## config.mk

```make
export PLATFORM = sky130hd
export DESIGN_NAME = seq_code_lock
export DESIGN_NICKNAME = d
export VERILOG_FILES = /design/src/rtl/seq_code_lock.sv
export SDC_FILE = /design/constraint.sdc
export NUM_CORES = 1
export LEC_CHECK = 0
export ABC_AREA = 1
export CORE_MARGIN = 5
export CORE_UTILIZATION = 38
export CTS_CLUSTER_DIAMETER = 60
export CTS_CLUSTER_SIZE = 30
export DETAILED_ROUTE_END_ITERATION = 12
export GPL_TIMING_DRIVEN = 0
export PLACE_DENSITY = 0.59
export SLEW_MARGIN = 30
export SYNTH_ARGS = -nofsm -noshare
export SYNTH_HDL_FRONTEND = slang
export SYNTH_SLANG_ARGS = --single-unit
```

## constraint.sdc

```tcl
create_clock -name clk -period 2.8 [get_ports clk]
set_input_delay 0.42 -clock clk [delete_from_list [all_inputs] [get_ports clk]]
set_output_delay 0.42 -clock clk [all_outputs]
set_load 0.1 [all_outputs]
```

## src/rtl/seq_code_lock.sv

```systemverilog
// Sequential code lock: multi-digit entry on select presses, with grant/deny
// reporting, consecutive-failure counting and a timed lockout.
module seq_code_lock #(
    parameter int                          DATA_W         = 4,
    parameter int                          SEQ_LEN        = 4,
    parameter logic [DATA_W*SEQ_LEN-1:0]   CODE           = 16'h5B18,
    parameter int                          MAX_FAILS      = 3,
    parameter int                          LOCKOUT_CYCLES = 1000
) (
    input  logic                           clk,
    input  logic                           reset_n,
    input  logic [DATA_W-1:0]              data,
    input  logic                           select,
    output logic [2:0]                     out,
    output logic [$clog2(SEQ_LEN+1)-1:0]   digit_cnt,
    output logic [3:0]                     fail_cnt
);

    localparam int CNT_W  = $clog2(SEQ_LEN + 1);
    localparam int CODE_W = DATA_W * SEQ_LEN;
    localparam int LK_W   = $clog2(LOCKOUT_CYCLES + 1);

    localparam logic [2:0] OUT_IDLE  = 3'b000;
    localparam logic [2:0] OUT_ENTER = 3'b001;
    localparam logic [2:0] OUT_GRANT = 3'b010;
    localparam logic [2:0] OUT_DENY  = 3'b100;
    localparam logic [2:0] OUT_LOCK  = 3'b110;

    typedef enum logic [2:0] {
        S_IDLE,
        S_ENTER,
        S_GRANT,
        S_DENY,
        S_LOCK
    } state_t;

    state_t             state_q, state_d;
    logic               s1_q, s2_q;
    logic               mism_q, mism_d;
    logic [CNT_W-1:0]   digit_cnt_q, digit_cnt_d;
    logic [3:0]         fail_cnt_q, fail_cnt_d;
    logic [LK_W-1:0]    lock_cnt_q, lock_cnt_d;
    logic [2:0]         out_q, out_d;

    logic               press;
    logic [CNT_W-1:0]   idx;
    logic [CODE_W-1:0]  code_sh;
    logic [DATA_W-1:0]  exp_digit;
    logic               miss;
    logic               mism_all;
    logic [CNT_W-1:0]   cnt_next;
    logic [4:0]         fail_inc;

    // Both stages idle high so reset release never looks like a falling edge.
    always_ff @(posedge clk or negedge reset_n) begin
        if (!reset_n) begin
            s1_q <= 1'b1;
            s2_q <= 1'b1;
        end else begin
            s1_q <= select;
            s2_q <= s1_q;
        end
    end

    assign press = s2_q & ~s1_q;

    // A press outside ENTER always starts a fresh entry at digit 0.
    assign idx       = (state_q == S_ENTER) ? digit_cnt_q : '0;
    assign code_sh   = CODE >> (DATA_W * (SEQ_LEN - 1 - int'(idx)));
    assign exp_digit = code_sh[DATA_W-1:0];
    assign miss      = (data != exp_digit);
    assign mism_all  = mism_q | miss;
    assign cnt_next  = digit_cnt_q + CNT_W'(1);
    assign fail_inc  = {1'b0, fail_cnt_q} + 5'd1;

    always_comb begin
        state_d     = state_q;
        mism_d      = mism_q;
        digit_cnt_d = digit_cnt_q;
        fail_cnt_d  = fail_cnt_q;
        lock_cnt_d  = lock_cnt_q;
        unique case (state_q)
            S_IDLE, S_GRANT, S_DENY: begin
                if (press) begin
                    mism_d      = miss;
                    digit_cnt_d = CNT_W'(1);
                    state_d     = S_ENTER;
                end
            end
            S_ENTER: begin
                if (press) begin
                    mism_d      = mism_all;
                    digit_cnt_d = cnt_next;
                    if (cnt_next == CNT_W'(SEQ_LEN)) begin
                        if (!mism_all) begin
                            state_d    = S_GRANT;
                            fail_cnt_d = 4'd0;
                        end else if (fail_inc < 5'(MAX_FAILS)) begin
                            state_d    = S_DENY;
                            fail_cnt_d = fail_inc[3:0];
                        end else begin
                            state_d    = S_LOCK;
                            fail_cnt_d = 4'(MAX_FAILS);
                            lock_cnt_d = LK_W'(LOCKOUT_CYCLES - 1);
                        end
                    end
                end
            end
            S_LOCK: begin
                if (lock_cnt_q == '0) begin
                    state_d     = S_IDLE;
                    fail_cnt_d  = 4'd0;
                    digit_cnt_d = '0;
                    mism_d      = 1'b0;
                end else begin
                    lock_cnt_d = lock_cnt_q - LK_W'(1);
                end
            end
            default: state_d = S_IDLE;
        endcase
    end

    always_comb begin
        out_d = OUT_IDLE;
        unique case (state_d)
            S_IDLE:  out_d = OUT_IDLE;
            S_ENTER: out_d = OUT_ENTER;
            S_GRANT: out_d = OUT_GRANT;
            S_DENY:  out_d = OUT_DENY;
            S_LOCK:  out_d = OUT_LOCK;
            default: out_d = OUT_IDLE;
        endcase
    end

    always_ff @(posedge clk or negedge reset_n) begin
        if (!reset_n) begin
            state_q     <= S_IDLE;
            mism_q      <= 1'b0;
            digit_cnt_q <= '0;
            fail_cnt_q  <= 4'd0;
            lock_cnt_q  <= '0;
            out_q       <= OUT_IDLE;
        end else begin
            state_q     <= state_d;
            mism_q      <= mism_d;
            digit_cnt_q <= digit_cnt_d;
            fail_cnt_q  <= fail_cnt_d;
            lock_cnt_q  <= lock_cnt_d;
            out_q       <= out_d;
        end
    end

    assign out       = out_q;
    assign digit_cnt = digit_cnt_q;
    assign fail_cnt  = fail_cnt_q;

endmodule

```

== Word level (Yosys, flattened, before mapping) ==
Cells that the tools add are included.
Storage, ports and cells
  bits in registers: 26
  bits of input ports: 7
  output and inout bits: 10
  logic and storage cells: 71
Cells by class
  add/sub/neg operators: 4
  magnitude comparators: 1
  bitwise logic cells: 3
  reduce and logical (&&, ||, !) cells: 8
  muxes and demuxes: 29
  shifts and indexed selects: 1
  eq/ne operators: 17
Operators with widths (count)
  2-to-1 mux 10 bit: 5
  right shift 15 x 32 -> 4 bit, first input constant: 1
  2-to-1 mux 3 bit: 10
  2-to-1 mux 4 bit: 5
  case mux 10 bit (2 select lines): 1
  case mux 3 bit (3 select lines): 2
  == test 3 x 2 -> 1 bit, second input constant: 4
  inequality test 2 bit, second input constant: 6
  case mux 3 bit (4 select lines): 1
  zero test 10 bit: 1
  subtractor 10 x 1 -> 10 bit, second input constant: 1
  == test 3 bit, second input constant: 3
  case mux 4 bit (2 select lines): 1
  AND reduction 4 bit: 2
  == test 3 x 1 -> 1 bit, second input constant: 2
  AND reduction 6 bit: 1
  adder 4 x 1 -> 5 bit, second input constant: 1
  less-than comparator 5 x 2 -> 1 bit, second input constant: 1
  inequality test 4 bit: 1
  subtractor 2 x 3 -> 4 bit, first input constant: 1
  adder 3 x 1 -> 3 bit, second input constant: 1
  zero test 3 bit: 1
  2-to-1 mux 1 bit: 3
  case mux 1 bit (3 select lines): 1
  other kinds (7): 7

== Logic depth before layout (Yosys ltp) ==
  depth in word-level cells: 12
  mapped depth: 15

== Least setup slack after synthesis ==
No wires, ideal clock.
  path type: register -> register
  from: register digit_cnt_q[0] (netlist: digit_cnt[0])
  to: register fail_cnt_q[0] (netlist: fail_cnt[0])
  path buffers: 0
  data required time: 2.704 ns
  arrival: 2.247 ns
  cell stages (with the launch flop): 7
  period minus slack after synthesis: 2.343 ns
  path slack: 0.457 ns
  cells stage by stage: dfrtp_1 -> ha_1 -> xor2_1 -> nand2_1 -> nor2_1 -> o221ai_1 -> o31ai_1
On the way
  longest elaborated chain between the ends: 9
Ends and longest elaborated chain
  start: declaration: RTL line 40  | logic [CNT_W-1:0] digit_cnt_q, digit_cnt_d;
  start signal: assignment: RTL line 146  | digit_cnt_q <= digit_cnt_d;
  2-to-1 mux 3 bit: RTL line 68  | assign idx = (state_q == S_ENTER) ? digit_cnt_q : '0;
  subtractor 2 x 3 -> 4 bit: RTL line 69  | assign code_sh = CODE >> (DATA_W * (SEQ_LEN - 1 - int'(idx)));
  right shift 15 x 32 -> 4 bit: RTL line 69
  inequality test 4 bit: RTL line 71  | assign miss = (data != exp_digit);
  OR 1 bit: RTL line 72  | assign mism_all = mism_q | miss;
  2-to-1 mux 4 bit: RTL line 95  | if (!mism_all) begin
  2-to-1 mux 4 bit: RTL line 94  | if (cnt_next == CNT_W'(SEQ_LEN)) begin
  2-to-1 mux 4 bit: RTL line 91  | if (press) begin
  case mux 4 bit (2 select lines): RTL line 82  | unique case (state_q)
  end signal: assignment: RTL line 147  | fail_cnt_q <= fail_cnt_d;
  end: declaration: RTL line 41  | logic [3:0] fail_cnt_q, fail_cnt_d;
Several ways; a longest one is shown, not always the timed one. The select of a mux whose other input is x is not followed.
A chain may end at the register's enable or synchronous reset.

== Worst setup path in the final report ==
  from: register digit_cnt_q[0] (netlist: digit_cnt[0])
  to: output port digit_cnt[0]
RTL lines
  end: declaration: RTL line 15  | output logic [$clog2(SEQ_LEN+1)-1:0] digit_cnt,
No word-level cell between the ends.

==> run_summary.xml <==
<?xml version="1.0" encoding="UTF-8"?>
<metrics>
  <group name="clock_tree">
    <metric name="clock_latency" unit="ps">270</metric>
    <metric name="max-clock-path-buffers" unit="">2</metric>
    <metric name="post_cts.resized_instances" unit="">0</metric>
    <metric name="clkSlewWorstSetupHoldPaths" unit="ps">90</metric>
    <metric name="cts.htree.levels" unit="">1</metric>
    <metric name="tritoncts" unit="">done</metric>
    <metric name="cts_root_buf" unit="">sky130_fd_sc_hd__clkbuf_8</metric>
    <metric name="cts_hold_repair.buffers" unit="">0</metric>
    <metric name="clock_sink_count" unit="">26</metric>
    <metric name="tritoncts.num_buffers" unit="">3</metric>
    <metric name="cts_setup_buffers" unit="">0</metric>
  </group>
  <group name="global_route">
    <metric name="globalRouteMet1Util" unit="%">16.8</metric>
    <metric name="grt_start_max_net_pins" unit="">27</metric>
    <metric name="use_met2" unit="%">21.0</metric>
    <metric name="globalRoute.totalOverflow" unit="">0</metric>
    <metric name="grtUsageTotal" unit="%">12.8</metric>
    <metric name="via_count_of_the_first_global_routing_pass" unit="">1251</metric>
    <metric name="global_route.usage.met3" unit="%">2.70</metric>
    <metric name="gr-max-usage-layer" unit="">met2</metric>
    <metric name="number_of_antenna_violations_at_the_first_check_in_global_routing" unit="">0</metric>
    <metric name="grt_pass1_wl" unit="mm">5.58</metric>
  </group>
  <group name="logic_synthesis">
    <metric name="synth_seq_area_share" unit="%">41.2</metric>
    <metric name="ys_warn_count" unit="">0</metric>
    <metric name="ys_dominant_reg_cell" unit="">sky130_fd_sc_hd__dfrtp_1</metric>
    <metric name="synth.top_cells.by_area" unit="">sky130_fd_sc_hd__dfrtp_1, sky130_fd_sc_hd__nand2_1, sky130_fd_sc_hd__nand3_1</metric>
    <metric name="synthMostInstantiatedCell" unit="">sky130_fd_sc_hd__nand2_1</metric>
    <metric name="mappedNetlistNets" unit="">215</metric>
    <metric name="yosysTopAreaCell" unit="">sky130_fd_sc_hd__dfrtp_1</metric>
    <metric name="netlist.area_leader.share" unit="%">37.9</metric>
    <metric name="post_synth_inst_count" unit="">204</metric>
    <metric name="synth_edf_count" unit="">0</metric>
    <metric name="synth_common_cells" unit="">sky130_fd_sc_hd__nand2_1, sky130_fd_sc_hd__dfrtp_1, sky130_fd_sc_hd__inv_1, sky130_fd_sc_hd__nor2_1, sky130_fd_sc_hd__nand3_1</metric>
    <metric name="yosys_register_bits" unit="">26</metric>
    <metric name="synthesis.area" unit="mm2">0.00159</metric>
    <metric name="async_s_r_ff_share_synth" unit="%">100</metric>
    <metric name="post_synth_num_cell_types" unit="">29</metric>
    <metric name="mean_instance_size_in_the_synthesized_netlist" unit="um2">7.77</metric>
  </group>
  <group name="detailed_routing">
    <metric name="drt-pass1-iter-count" unit="">4</metric>
    <metric name="ant_nets" unit="">0</metric>
    <metric name="route.vias.total" unit="">1302</metric>
    <metric name="first_iter_violations" unit="">66</metric>
    <metric name="route.detailed.drc" unit="">0</metric>
    <metric name="wl_per_cell" unit="um">10.8</metric>
    <metric name="route.final.wire_length" unit="mm">2.96</metric>
    <metric name="vias_cell" unit="">4.75</metric>
  </group>
  <group name="setup_path">
    <metric name="largest_fanout_on_the_critical_path" unit="">8</metric>
    <metric name="timing.critical_path.required" unit="ps">2380</metric>
    <metric name="critical_path_class" unit="">reg -&gt; out</metric>
    <metric name="slowest_stage" unit="">sky130_fd_sc_hd__clkdlybuf4s50_1</metric>
    <metric name="critical_path.cell_chain" unit="">clkdlybuf4s50_1</metric>
    <metric name="ff_to_ff_start" unit="">lock_cnt_q[0]$_DFFE_PN0P_</metric>
    <metric name="critical-path-max-stage-delay" unit="ps">1190</metric>
    <metric name="worst_setup_path_end_kind" unit="">output port</metric>
    <metric name="startpoint_type" unit="">flop</metric>
    <metric name="r2r-end" unit="">fail_cnt[0]$_DFFE_PN0P_</metric>
    <metric name="crit_family" unit="">buffers and inverters</metric>
    <metric name="crit_buf_inv" unit="">1</metric>
    <metric name="reg2regPathDepth" unit="">8</metric>
    <metric name="worst-r2r-setup-slack" unit="ps">780</metric>
    <metric name="cp_data_arrival_time" unit="ps">1960</metric>
  </group>
  <group name="final_layout">
    <metric name="drive_above_1_share" unit="%">14.3</metric>
    <metric name="num-fill-cells" unit="">433</metric>
    <metric name="antennaDiodeCount" unit="">0</metric>
    <metric name="finish.cell_count_without_fillers" unit="">274</metric>
    <metric name="non_filler_cell_area_final" unit="mm2">0.00186</metric>
    <metric name="area_growth_syn_to_layout" unit="%">17.2</metric>
    <metric name="finish.net_count" unit="">236</metric>
  </group>
  <group name="place">
    <metric name="weighted_congestion_reported_at_the_end_of_routability_driven_placement" unit="">0.787</metric>
    <metric name="dp.final_hpwl" unit="mm">2.25</metric>
    <metric name="dpl_cell_area" unit="mm2">0.00180</metric>
    <metric name="placed_cells_incl_taps" unit="">270</metric>
    <metric name="io_buffers" unit="">16</metric>
  </group>
  <group name="timing">
    <metric name="fin_crit_sh" unit="%">84.8</metric>
    <metric name="finalSetupTns" unit="ps">0</metric>
    <metric name="fmax" unit="MHz">421</metric>
    <metric name="number_of_setup_violations_in_the_final_report" unit="">0</metric>
    <metric name="final-hold-violation-count" unit="">0</metric>
    <metric name="worst-slew-pin-transition" unit="ps">970</metric>
    <metric name="min_cycle_time_layout" unit="ps">2380</metric>
    <metric name="slew_headroom" unit="%">35.2</metric>
    <metric name="final-max-slew-violation-count" unit="">0</metric>
    <metric name="worst_clock_skew" unit="ps">4.68</metric>
    <metric name="grt_setup_unrepaired" unit="">no</metric>
  </group>
  <group name="min_path">
    <metric name="min-delay-path-class" unit="">in -&gt; async</metric>
  </group>
  <group name="floorplanning">
    <metric name="die_h" unit="um">74.6</metric>
    <metric name="design.core.area" unit="mm2">0.00403</metric>
    <metric name="top_level_ports" unit="">17</metric>
    <metric name="start_util" unit="%">39.3</metric>
    <metric name="die_width" unit="um">74.6</metric>
    <metric name="rows" unit="">23</metric>
    <metric name="dieArea" unit="mm2">0.00556</metric>
  </group>
  <group name="power_and_ir_drop">
    <metric name="pwr-share-clk" unit="%">11.3</metric>
    <metric name="p_comb_share" unit="%">60.4</metric>
    <metric name="vdd_drop_max" unit="uV">569</metric>
    <metric name="power.leakage" unit="nW">0.965</metric>
    <metric name="power.density_cell_area" unit="mW/mm2">1150</metric>
    <metric name="internal_power" unit="mW">1.03</metric>
    <metric name="p_sw" unit="mW">1.10</metric>
    <metric name="p_sw_share" unit="%">51.5</metric>
    <metric name="power_frac_seq" unit="%">28.3</metric>
  </group>
  <group name="status">
    <metric name="outcome" unit="">completed</metric>
  </group>
  <group name="flow_run">
    <metric name="max-cap-violations" unit="">0</metric>
  </group>
</metrics>
==> worst max-delay path by stage <==
stage	startpoint	end	slack (ps)	cells past startpoint
2_1_floorplan	digit_cnt[0]$_DFFE_PN0P_	fail_cnt[0]$_DFFE_PN0P_	460	6
3_5_place_dp	digit_cnt[0]$_DFFE_PN0P_	digit_cnt[0]	710	1
5_1_grt	digit_cnt[0]$_DFFE_PN0P_	digit_cnt[0]	340	1
4_1_cts	digit_cnt[0]$_DFFE_PN0P_	digit_cnt[0]	390	1
6_report	digit_cnt[0]$_DFFE_PN0P_	digit_cnt[0]	420	1
3_3_place_gp	digit_cnt[0]$_DFFE_PN0P_	digit_cnt[0]	720	1
==> registers in the layout, indices dropped and copies added (netlist names) <==
register / count
digit_cnt: 3
mism_q: 1
lock_cnt_q: 10
fail_cnt: 4
out: 3
s2_q: 1
state_q: 3
s1_q: 1
==> stage by stage <==
step                      setup slack (ps)  hold WS [ps]  utilization (%)  total power [mW]
final                                  424           141             46.1              2.13
after global routing                   339           175             46.1              2.35
after CTS                              394           155             46.1              2.16
after detailed placement               712           360             44.8              1.91
after global placement                 718           358             44.9              1.90
after floorplan                        457           124                -              1.65
==> worst reg2reg max path: stages, from the launching register on <==
cell,delay (ps)
sky130_fd_sc_hd__dfrtp_1,430
sky130_fd_sc_hd__inv_1,130
sky130_fd_sc_hd__ha_1,200
sky130_fd_sc_hd__nand2_1,140
sky130_fd_sc_hd__nor2_1,160
sky130_fd_sc_hd__nand3_1,130
sky130_fd_sc_hd__nand2_1,140
sky130_fd_sc_hd__o221ai_1,270
sky130_fd_sc_hd__o31ai_1,330
==> power by group through the flow <==
| stage | clock network, mW | registers, mW | logic (mW) |
|---|---|---|---|
| 6_report | 0.241 | 0.602 | 1.29 |
| 5_1_grt | 0.272 | 0.626 | 1.45 |
| 4_1_cts | 0.255 | 0.603 | 1.30 |
| 3_5_place_dp | 0 | 0.611 | 1.30 |
| 3_3_place_gp | 0 | 0.609 | 1.29 |
| 2_1_floorplan | 0 | 0.869 | 0.778 |
==> layout by cell type, fill, tap and decap left out <==
master                             n
sky130_fd_sc_hd__clkdlybuf4s50_1  15
sky130_fd_sc_hd__xor2_1            3
sky130_fd_sc_hd__nand3b_1          2
sky130_fd_sc_hd__o21ai_2           6
sky130_fd_sc_hd__o21ai_0           8
sky130_fd_sc_hd__xnor2_1           1
sky130_fd_sc_hd__or2_2             1
sky130_fd_sc_hd__o221ai_1          1
sky130_fd_sc_hd__nor2_4            1
sky130_fd_sc_hd__nor2_1           22
sky130_fd_sc_hd__nand3_2           2
sky130_fd_sc_hd__nand2_1          57
sky130_fd_sc_hd__o22ai_1           1
sky130_fd_sc_hd__nand3_1          20
sky130_fd_sc_hd__nand3_4           1
sky130_fd_sc_hd__buf_12            1
sky130_fd_sc_hd__inv_2             3
sky130_fd_sc_hd__inv_1            24
sky130_fd_sc_hd__o21ai_1           1
sky130_fd_sc_hd__nand2_4           2
sky130_fd_sc_hd__nand4_4           1
sky130_fd_sc_hd__dfstp_2           2
sky130_fd_sc_hd__clkbuf_8          4
sky130_fd_sc_hd__nor2_2            3
sky130_fd_sc_hd__nor3_1            4
sky130_fd_sc_hd__dfrtp_1          24
sky130_fd_sc_hd__nand2_2           3
sky130_fd_sc_hd__nand4_1           3
sky130_fd_sc_hd__ha_1              4
sky130_fd_sc_hd__buf_2             1
sky130_fd_sc_hd__o31ai_1           2
sky130_fd_sc_hd__buf_6             1
==> kinds of logic after synthesis <==
family,count (synthesis),synth area share [%]
DFF,26,41.2
AOI/OAI and AO/OA,19,8.05
xor gates and xnor gates,4,2.21
and+or+nand+nor,122,37.0
adders and majority gates,4,3.16
buffers and inverters,29,8.37
==> area by class of cell <==
cell class	instances	area, um2	share of cell area (%)
well taps	50	62.6	3.37
flip-flops and latches	26	653	35.2
repair buffers	16	155	8.35
plain buffers	2	31.3	1.68
multi-input cells	149	800	43.0
inverters	27	101	5.45
clock buffers	4	55.1	2.96
==> metal layers <==
layer	part of all wire [%]	vias up
met2	47	15
li1	-	694
met5	0	-
met4	0.98	0
met1	49	591
met3	3.4	2
Power figures use the tool's default switching activity.
